### src/rtl/ptmch_pkg.sv
// ptmch_pkg: shared types and constants for the SPI-NAND opcode snooper.
//   ptmch_snoop_st_t : snooper FSM state encoding
//   opcode constants : common SPI-NAND command opcodes
//   cnt_width()      : bits needed to hold values 0..max_val
package ptmch_pkg;

  typedef enum logic [1:0] {
    IDLE  = 2'd0,
    SHIFT = 2'd1,
    HOLD  = 2'd2
  } ptmch_snoop_st_t;

  localparam logic [7:0] PROGRAM_EXECUTE  = 8'h10;
  localparam logic [7:0] READ_STATUS1     = 8'h0F;
  localparam logic [7:0] READ_STATUS2     = 8'h05;
  localparam logic [7:0] BLOCK_ERASE_128K = 8'hD8;
  localparam logic [7:0] PAGE_DATA_READ   = 8'h13;
  localparam logic [7:0] WRITE_STATUS1    = 8'h1F;
  localparam logic [7:0] WRITE_STATUS2    = 8'h01;

  function automatic int unsigned cnt_width(input int unsigned max_val);
    int unsigned w;
    w = 1;
    while ((32'd1 << w) <= max_val) w++;
    return w;
  endfunction

endpackage

### src/rtl/ptmch_pls_stretch.sv
// ptmch_pls_stretch: retriggerable pulse stretcher for one trigger channel.
//   CLK160M : system clock
//   RESET_N : asynchronous active-low reset
//   HIT     : one-cycle hit; (re)loads the pulse length
//   PLS     : high for PLS_LEN cycles after the last HIT
module ptmch_pls_stretch
  import ptmch_pkg::*;
#(
  parameter int unsigned PLS_LEN = 15
) (
  input  logic CLK160M,
  input  logic RESET_N,
  input  logic HIT,
  output logic PLS
);

  localparam int unsigned CW = cnt_width(PLS_LEN);

  logic [CW-1:0] cnt_q;

  // Down-counter, saturating at zero; a hit always reloads so a retrigger
  // extends the pulse without a low gap.
  always_ff @(posedge CLK160M or negedge RESET_N) begin
    if (!RESET_N) begin
      cnt_q <= '0;
    end else if (HIT) begin
      cnt_q <= CW'(PLS_LEN);
    end else if (cnt_q != '0) begin
      cnt_q <= cnt_q - CW'(1);
    end
  end

  assign PLS = (cnt_q != '0);

endmodule

### src/rtl/ptmch_snoop_trg.sv
// ptmch_snoop_trg: oversampling SPI-NAND opcode snooper with per-channel
// match/mask trigger pulses. Everything runs on CLK160M.
//   CLK160M   : system clock
//   RESET_N   : asynchronous active-low reset
//   SPI_CS    : chip select (active-low, asynchronous)
//   SPI_CLK   : SPI clock (asynchronous, <= CLK160M/4)
//   SPI_MOSI  : SPI data (asynchronous)
//   CFG_EDGE  : sampling edge, 0 = rising, 1 = falling
//   CFG_EN    : per-channel enable
//   CFG_MATCH : per-channel opcode, channel i at [i*OPC_W +: OPC_W]
//   CFG_MASK  : per-channel compare mask, 1 = compared
//   TRG_PLS   : per-channel trigger pulse
//   OPC_VLD   : one-cycle strobe, opcode captured
//   OPC_DATA  : last captured opcode
//   SHORT_ERR : one-cycle strobe, CS rose before a full opcode
//
// state | meaning
// IDLE  | waiting for CS fall
// SHIFT | CS low, collecting opcode bits
// HOLD  | opcode captured, ignoring address/data until CS rise
module ptmch_snoop_trg
  import ptmch_pkg::*;
#(
  parameter int unsigned NUM_CH   = 5,
  parameter int unsigned OPC_W    = 8,
  parameter int unsigned PLS_LEN  = 15,
  parameter int unsigned SYNC_STG = 3
) (
  input  logic                      CLK160M,
  input  logic                      RESET_N,
  input  logic                      SPI_CS,
  input  logic                      SPI_CLK,
  input  logic                      SPI_MOSI,
  input  logic                      CFG_EDGE,
  input  logic [NUM_CH-1:0]         CFG_EN,
  input  logic [NUM_CH*OPC_W-1:0]   CFG_MATCH,
  input  logic [NUM_CH*OPC_W-1:0]   CFG_MASK,
  output logic [NUM_CH-1:0]         TRG_PLS,
  output logic                      OPC_VLD,
  output logic [OPC_W-1:0]          OPC_DATA,
  output logic                      SHORT_ERR
);

  localparam int unsigned BCW = cnt_width(OPC_W);

  // ---------------- synchronisers and edge detect ----------------
  logic [SYNC_STG-1:0] cs_sync, clk_sync, mosi_sync;
  logic                cs_d, clk_d;
  logic                cs_s, clk_s, mosi_s;
  logic [SYNC_STG:0]   flush_sr;
  logic                armed_q;

  always_ff @(posedge CLK160M or negedge RESET_N) begin
    if (!RESET_N) begin
      cs_sync   <= '1;
      clk_sync  <= '0;
      mosi_sync <= '0;
      cs_d      <= 1'b1;
      clk_d     <= 1'b0;
    end else begin
      cs_sync   <= {cs_sync[SYNC_STG-2:0], SPI_CS};
      clk_sync  <= {clk_sync[SYNC_STG-2:0], SPI_CLK};
      mosi_sync <= {mosi_sync[SYNC_STG-2:0], SPI_MOSI};
      cs_d      <= cs_s;
      clk_d     <= clk_s;
    end
  end

  assign cs_s   = cs_sync[SYNC_STG-1];
  assign clk_s  = clk_sync[SYNC_STG-1];
  assign mosi_s = mosi_sync[SYNC_STG-1];

  // The CS chain resets to 1, so a CS already low at reset release would
  // otherwise look like a fresh fall. Only arm once the chain has been
  // flushed with real pin samples and CS has actually been seen high.
  always_ff @(posedge CLK160M or negedge RESET_N) begin
    if (!RESET_N) begin
      flush_sr <= '0;
      armed_q  <= 1'b0;
    end else begin
      flush_sr <= {flush_sr[SYNC_STG-1:0], 1'b1};
      if (flush_sr[SYNC_STG] && cs_d) armed_q <= 1'b1;
    end
  end

  logic edge_sh;
  logic cs_fall, cs_rise, smp_edge;

  assign cs_fall  = armed_q & cs_d & ~cs_s;
  assign cs_rise  = ~cs_d & cs_s;
  assign smp_edge = edge_sh ? (clk_d & ~clk_s) : (~clk_d & clk_s);

  // ---------------- FSM ----------------
  ptmch_snoop_st_t st_q, st_nxt;
  logic [BCW-1:0]  bit_cnt_q;
  logic            ld_shadow, do_shift, do_cap, do_short;

  always_ff @(posedge CLK160M or negedge RESET_N) begin
    if (!RESET_N) st_q <= IDLE;
    else          st_q <= st_nxt;
  end

  always_comb begin
    st_nxt    = st_q;
    ld_shadow = 1'b0;
    do_shift  = 1'b0;
    do_cap    = 1'b0;
    do_short  = 1'b0;
    case (st_q)
      IDLE: begin
        if (cs_fall) begin
          ld_shadow = 1'b1;
          st_nxt    = SHIFT;
        end
      end
      SHIFT: begin
        if (cs_fall) begin
          ld_shadow = 1'b1;
          st_nxt    = SHIFT;
        end else begin
          // A sampling edge coincident with CS rise is consumed first.
          if (smp_edge) begin
            do_shift = 1'b1;
            if (bit_cnt_q == BCW'(OPC_W - 1)) begin
              do_cap = 1'b1;
              st_nxt = cs_rise ? IDLE : HOLD;
            end
          end
          if (cs_rise && !do_cap) begin
            do_short = 1'b1;
            st_nxt   = IDLE;
          end
        end
      end
      HOLD: begin
        if (cs_fall) begin
          ld_shadow = 1'b1;
          st_nxt    = SHIFT;
        end else if (cs_rise) begin
          st_nxt = IDLE;
        end
      end
      default: st_nxt = IDLE;
    endcase
  end

  // ---------------- datapath ----------------
  // Only OPC_W-1 bits need storing: the last bit comes straight from MOSI.
  logic [OPC_W-2:0]        sh_q;
  logic [OPC_W-1:0]        opc_q;
  logic                    opc_vld_q, short_q;
  logic [NUM_CH-1:0]       en_sh;
  logic [NUM_CH*OPC_W-1:0] match_sh, mask_sh;

  always_ff @(posedge CLK160M or negedge RESET_N) begin
    if (!RESET_N) begin
      bit_cnt_q <= '0;
      sh_q      <= '0;
      opc_q     <= '0;
      opc_vld_q <= 1'b0;
      short_q   <= 1'b0;
      en_sh     <= '0;
      match_sh  <= '0;
      mask_sh   <= '0;
      edge_sh   <= 1'b0;
    end else begin
      opc_vld_q <= do_cap;
      short_q   <= do_short;
      if (ld_shadow) begin
        bit_cnt_q <= '0;
        sh_q      <= '0;
        en_sh     <= CFG_EN;
        match_sh  <= CFG_MATCH;
        mask_sh   <= CFG_MASK;
        edge_sh   <= CFG_EDGE;
      end else if (do_shift) begin
        bit_cnt_q <= bit_cnt_q + BCW'(1);
        sh_q      <= {sh_q[OPC_W-3:0], mosi_s};
      end
      if (do_cap) opc_q <= {sh_q, mosi_s};
    end
  end

  assign OPC_VLD   = opc_vld_q;
  assign OPC_DATA  = opc_q;
  assign SHORT_ERR = short_q;

  // ---------------- match and pulse stretch ----------------
  logic [NUM_CH-1:0] hit;

  for (genvar i = 0; i < NUM_CH; i++) begin : g_ch
    assign hit[i] = opc_vld_q & en_sh[i] &
                    ~|((opc_q ^ match_sh[i*OPC_W +: OPC_W]) & mask_sh[i*OPC_W +: OPC_W]);

    ptmch_pls_stretch #(
      .PLS_LEN (PLS_LEN)
    ) u_stretch (
      .CLK160M (CLK160M),
      .RESET_N (RESET_N),
      .HIT     (hit[i]),
      .PLS     (TRG_PLS[i])
    );
  end

endmodule

### config.mk
export PLATFORM = sky130hd
export DESIGN_NAME = ptmch_snoop_trg
export DESIGN_NICKNAME = d
export VERILOG_FILES = /design/src/rtl/ptmch_pkg.sv /design/src/rtl/ptmch_pls_stretch.sv /design/src/rtl/ptmch_snoop_trg.sv
export SDC_FILE = /design/constraint.sdc
export NUM_CORES = 1
export LEC_CHECK = 0
export ABC_AREA = 1
export CAP_MARGIN = 20
export CORE_MARGIN = 2
export CORE_UTILIZATION = 54
export DETAILED_ROUTE_END_ITERATION = 7
export GPL_TIMING_DRIVEN = 0
export PLACE_DENSITY = 0.79
export SETUP_SLACK_MARGIN = 0.2
export SKIP_LAST_GASP = 1
export SLEW_MARGIN = 15
export SYNTH_ARGS = -nofsm -noshare
export SYNTH_HDL_FRONTEND = slang
export SYNTH_SLANG_ARGS = --single-unit
### constraint.sdc
create_clock -name CLK160M -period 1.85 [get_ports CLK160M]
set_input_delay 0.185 -clock CLK160M [delete_from_list [all_inputs] [get_ports CLK160M]]
set_output_delay 0.185 -clock CLK160M [all_outputs]
set_load 0.01 [all_outputs]
==> impl_metrics.ini <==
[logic_synthesis]
async_flop_share_pct = 100.0
synth_cell_types = 28
ys_seq_elements = 145
synth_ff_type = dfrtp_1
avgSynthCellArea_um2 = 8.357
synth-edff-count = 0
yosys_warnings = 0
syn-cell-area_um2 = 6819
synth.area.top_cells = dfrtp_1 52%, nand2_1 15%, nand3_1 8.6%
syn-num-nets = 918
synth_top_area_share_pct = 51.74
yosys.area.top_type = dfrtp_1
syn-instance-count = 816
seq_area_frac_synth_pct = 53.28

[cells_and_area]
multiInputGateArea_um2 = 2763
syn2layout_area_growth_pct = 33.43
antenna_cells = 0
regArea_um2 = 3642
stdcell_count = 1160
final_util_pct = 72.99
nets = 1077
layout-drive-gt1-share_pct = 17.91
nFillCells = 939
final_common_cell = nand2_1
mostFrequentLayoutCells = 272 x nand2_1, 134 x dfrtp_1, 111 x nand3_1

[timing]
final.setup.tns_ps = 0
fmax_ghz = 0.6187
tightest_slew_ps = 572.5
period_needed_ps = 1616
skew_ps = 7.766
finalSetupViolations = 0
hold_violations = 0
worst_slack_ps = 233.6
grt_setup_unrepaired = no
slew_headroom_pct = 61.83
drv_slew = 0
period_share_pct = 87.37

[setup_path]
crit_buf_inv = 1
rr_worst_depth = 8
cp_top_family = buffers and inverters
path_class = register to output port
timing.rr.start = OPC_DATA[0]
start_kind = register
crit_fanout = 4
endpoint_kind = output port
cp.arrival_ps = 1430
cp_slowest_cell = clkdlybuf4s50_1
reg2reg_slack_ps = 310
cp_cell_sequence = clkdlybuf4s50_1
critPathRequiredTime_ps = 1660
r2r_end = g_ch[0].u_stretch.cnt_q[0]
slowest_delay_ps = 560

[die]
die_h_um = 116.4
pin_count = 106
fp.dieArea_um2 = 13540
rows = 41
die_w_um = 116.4
fp.coreArea_um2 = 12470
initial_utilization_pct = 54.70

[routing]
drt_iter0_markers = 524
drt-vias-per-instance = 5.142
drc_errors = 0
drt_wl_total_um = 18100
dr.pass1.iters = 5
wire_per_inst_um = 15.60
vias = 5965
ant_nets = 0

[grt]
grt_overflow_total = 0
grt_pass1_vias = 5768
antenna_found_initial = 0
grt_max_degree = 75
grt_pass1_wl_um = 28400
grt_util_all_layers_pct = 28.45

[power_and_ir_drop]
p_switching_w = 0.003112
p_int_w = 0.007180
netSwitchingFraction_pct = 30.24
peakVddDrop_mv = 0.6425
comb_power_share_pct = 27.9
power_frac_clock_pct = 32.9
seq_power_share_pct = 39.2
p_leak_nw = 4.579
powerDensity_nw_per_um2 = 1131

[placement]
place_ws_ps = 141.7
placedCellCount = 1094
place_congestion = 0.8479
dp.final_hpwl_um = 11870
io_buffers = 105

[run]
maxCapViolations = 0

[clocking]
cts.htree.levels = 4
clock-sinks = 145
cts_tree = built
clkTransAtPathRegs_ps = 60
worstSkewPairLatency_ps = 430
cts_root_buf = clkbuf_16
clockBufferDepth = 2
cts_inserted_buffers = 17

[worst_hold_path]
whs_path_depth = 1
min_path_type = input pin to register
whs_endpoint = cs_sync[0]
holdCritStartpoint = SPI_CS

[outcome]
status = finished clean
[flip-flops by register name, summed over array words and instances, names as in the netlist]
signal	count
sh_q	7
en_sh	5
match_sh	40
armed_q	1
clk_d	1
flush_sr	4
OPC_DATA	8
clk_sync	3
edge_sh	1
mask_sh	40
SHORT_ERR	1
cs_sync	3
OPC_VLD	1
bit_cnt_q	4
st_q	2
cs_d	1
g_ch.u_stretch.cnt_q	20
mosi_sync	3
[power groups by stage]
stage | registers (W) | clock network, W | logic [W]
after floorplan | 0.00399 | 0 | 0.00159
after global placement | 0.00404 | 0 | 0.00215
after detailed placement | 0.00406 | 0 | 0.00224
after CTS | 0.00403 | 0.00341 | 0.00271
after global routing | 0.00410 | 0.00355 | 0.00327
final | 0.00404 | 0.00339 | 0.00287
[through the flow]
stage / instance area [um^2] / total power (W) / hold WS (ps)
6_report: 9099 / 0.01029 / 160.0
5_1_grt: 9099 / 0.01092 / 157.3
4_1_cts: 9030 / 0.01015 / 149.3
3_5_place_dp: 8118 / 0.006298 / 189.3
3_3_place_gp: 8085 / 0.006189 / 331.3
2_1_floorplan: 6819 / 0.005583 / -110.6
[cells in the mapped netlist (9+ instances only)]
cell and n:
ha_1 11, inv_1 79, xor2_1 12, nor2_1 74
nand2_1 272, o21ai_1 9, a21oi_2 30, buf_4 10
buf_2 14, nand3_1 117, o21ai_0 9, buf_6 9
dfrtp_1 141
[kinds of logic after synthesis]
family	Yosys count	synth area share, %
xor gates and xnor gates	12	1.541
buffers and inverters	116	8.184
DFF	145	53.28
other	1	0.05499
and+or+nand+nor	474	28.99
adders and majority gates	11	2.018
AOI/OAI and AO/OA	57	5.927
[metal layers]
metal	global-route usage [%]	part of all wire, %	vias up
met1	36.98	43	2847
met4	11.27	2.5	0
li1	-	-	2876
met2	45.54	48	198
met5	0	0	-
met3	7.992	7.1	44
[how the worst max path moves through the flow]
stage                                     from                          to  cells past startpoint
CTS                 g_ch[0].u_stretch.cnt_q[0]                  TRG_PLS[0]                      5
global placement                       RESET_N  g_ch[2].u_stretch.cnt_q[2]                      1
detailed placement  g_ch[0].u_stretch.cnt_q[0]                  TRG_PLS[0]                      5
finish                             OPC_DATA[5]                 OPC_DATA[5]                      1
floorplan                                 cs_d                match_sh[30]                      7
global route        g_ch[0].u_stretch.cnt_q[1]                  TRG_PLS[0]                      5
[timing repair]
action / 4_1_cts / 5_1_grt
setup buffers: 26 / 7
hold buffers: 1 / 0
endpoints found under the setup margin: 16 / 22
endpoints found under the hold margin: 69 / 0
resized for setup: 54 / 12
pin swaps: 4 / 3
[cell type report]
class | count | area share [%]
Clock buffer | 23 | 5.253
Inverter | 81 | 3.383
Clock inverter | 9 | 1.196
Timing Repair Buffer | 140 | 14.56
Sequential cell | 145 | 40.03
Tap cell | 172 | 2.365
Multi-Input combinational cell | 555 | 30.36
Buffer | 35 | 2.847
Note: power is estimated with default switching activity, not from simulation.
==> RTL edit (same flow settings) <==
The output `SHORT_ERR` loses its register stage (`short_q` becomes a continuous assignment).
--- a/src/rtl/ptmch_snoop_trg.sv
+++ b/src/rtl/ptmch_snoop_trg.sv
@@ -158,14 +158,12 @@
       sh_q      <= '0;
       opc_q     <= '0;
       opc_vld_q <= 1'b0;
-      short_q   <= 1'b0;
       en_sh     <= '0;
       match_sh  <= '0;
       mask_sh   <= '0;
       edge_sh   <= 1'b0;
     end else begin
       opc_vld_q <= do_cap;
-      short_q   <= do_short;
       if (ld_shadow) begin
         bit_cnt_q <= '0;
         sh_q      <= '0;
@@ -181,6 +179,8 @@
     end
   end
 
+  assign short_q = do_short;
+
   assign OPC_VLD   = opc_vld_q;
   assign OPC_DATA  = opc_q;
   assign SHORT_ERR = short_q;
Function: changed (a bounded check fails within 10 cycles, from zero or initial values and one cycle with RESET_N low).
==> RTL edit against the original RTL <==
Sequential share of layout area rose by 0.095 points; sequential cell count fell by 1; via count rose by 1.7%; wire length rose by 1.6%; final area fell by 0.92%; power rose by 0.56%; highest routed layer unchanged; area after synthesis fell by 1.9%; critical path type unchanged; worst setup slack got worse by 0.13 ns.
==> RTL edit: results (changes against the original RTL) <==
Global route
  • Wire length of the first global-routing pass: 28600 um (was 28400 um)
  • Met2 Use GR: 48.5% (was 45.5%)
  • Gr usage total: 29.0% (was 28.4%)
  • M3 GR Usage: 6.75% (was 7.99%)
  • Vias in the first global route: 6004 (was 5768)
  • M1 GR Usage: 35.2% (was 37.0%)
  • Largest net degree at the start of global routing: 105 (was 75)

Pwr
  • Gate power share: 27.8% (was 27.9%)
  • Static Leak: 4.55 nW (was 4.58 nW)
  • Max VDD drop: 836 uV (was 643 uV)
  • Clk. pwr: 3.45 mW (was 3.39 mW)
  • Sw Pwr: 3.09 mW (was 3.11 mW)
  • Sw frac: 29.9% (was 30.2%)

Worst setup path
  • R2r endpoint: mask_sh[23] (was g_ch[0].u_stretch.cnt_q[0])
  • Crit path DAT: 1.56 ns (was 1.43 ns)
  • Max FO, Critical Path: 3 (was 4)
  • Worst r2r src: cs_d (was OPC_DATA[0])
  • Critical path launch point: bit_cnt_q[0] (was OPC_DATA[5])
  • R2R setup slack: 0.26 ns (was 0.31 ns)
  • Reg2Reg Depth: 7 (was 8)

STA
  • Hold WS: 0.158 ns (was 0.160 ns)
  • Clock Skews: 0.00574 ns (was 0.00777 ns)
  • Slew HR: 64.5% (was 61.8%)

Routing
  • Routed vias/inst: 5.24 (was 5.14)
  • DRT Pass-1 Iters: 5 (unchanged)
  • Routed WL: 18400 um (was 18100 um)
  • WL per Instance: 15.9 um (was 15.6 um)
  • DRT iter0 DRCs: 597 (was 524)

Place
  • Post-DP HPWL: 11600 um (was 11900 um)
  • Dpl cell area: 0.00798 mm2 (was 0.00812 mm2)
  • Setup WS pre-CTS: -0.0622 ns (was 0.142 ns)
  • RD Place Congestion: 0.827 (was 0.848)
  • Port Buf Inserts: 105 (unchanged)

CTS
  • Root Buffer: clkbuf_16 (unchanged)
  • Cts bufs inserted: 17 (unchanged)

Run status
  • Outcome: finished, final reports clean (unchanged)

Final layout
  • Fin nets: 1079 (was 1077)
  • Layout cell share with drive strength beyond 1: 17.6% (was 17.9%)

Hold path
  • Hold Path Origin: SPI_CS (unchanged)

Logic synthesis
  • Synth Net Count: 917 (was 918)
  • Area contributors post-synth: dfrtp_1 (52%), nand2_1 (15%), nand3_1 (8.4%), nor2_1 (4.4%), inv_1 (4.0%) (was dfrtp_1 (52%), nand2_1 (15%), nand3_1 (8.6%), inv_1 (4.3%), nor2_1 (4.1%))
  • Average size of a mapped cell: 8.21 um2 (was 8.36 um2)
  • Seq/Total Area, Yosys: 53.9% (was 53.3%)
  • Leading post-synthesis cells by instance count: nand2_1 (269), dfrtp_1 (140), nand3_1 (112) (was nand2_1 (272), dfrtp_1 (141), nand3_1 (117))
  • Total number of yosys warnings: 0 (unchanged)
-- RTL edit: cell families (layout without fill, tap and decap cells) --
family | count (synthesis) | after routing | share of synthesized area (%)
simple gates | 469 | 469 | 29.1
flops | 144 | 144 | 53.9
buf+inv | 117 | 291 | 7.52
compound gates | 62 | 62 | 5.85
fa+ha+maj | 11 | 11 | 2.06
xor+xnor | 11 | 11 | 1.44
other cells | 1 | 1 | 0.0561
-- RTL edit: worst max-delay path: stages, from the launching register on --
cell	delay, ns
dfrtp_1	0.38
ha_2	0.21
nand2_1	0.06
nor2_1	0.04
nand2_2	0.09
inv_1	0.07
nor3_2	0.12
buf_2	0.16
-- RTL edit: routing by layer --
metal | wire [um] | share of wire (%)
met1 | 7340 | 40
met2 | 8860 | 48
met3 | 1420 | 7.7
met4 | 767 | 4.2
met5 | 0 | 0
-- RTL edit: area by class of cell --
cell class | count | area [um2]
Fill cell | 885 | 3050
Multi-Input combinational cell | 554 | 2720
Tap cell | 168 | 210
Timing Repair Buffer | 143 | 1350
Clock inverter | 5 | 75.1
Clock buffer | 26 | 519
Buffer | 33 | 205
Sequential cell | 144 | 3620
Inverter | 84 | 315
-- RTL edit: how the worst max path moves through the flow --
stage / end / slack, ns / depth (start not counted)
after floorplan: match_sh[10] / 0.47 / 7
after global placement: g_ch[4].u_stretch.cnt_q[0] / -5.06 / 1
after detailed placement: SHORT_ERR / -0.06 / 7
after CTS: SHORT_ERR / 0.09 / 7
after global routing: SHORT_ERR / 0.03 / 7
final: SHORT_ERR / 0.10 / 7
-- RTL edit: repair_timing --
item                                    CTS  global route
hold buffers                              1             0
gates resized for setup                  74             8
pin swaps                                 7             4
setup buffers                            32             4
cloned                                    0             0
endpoints found under the hold margin    40             0
endpoints found under the setup margin   90            70
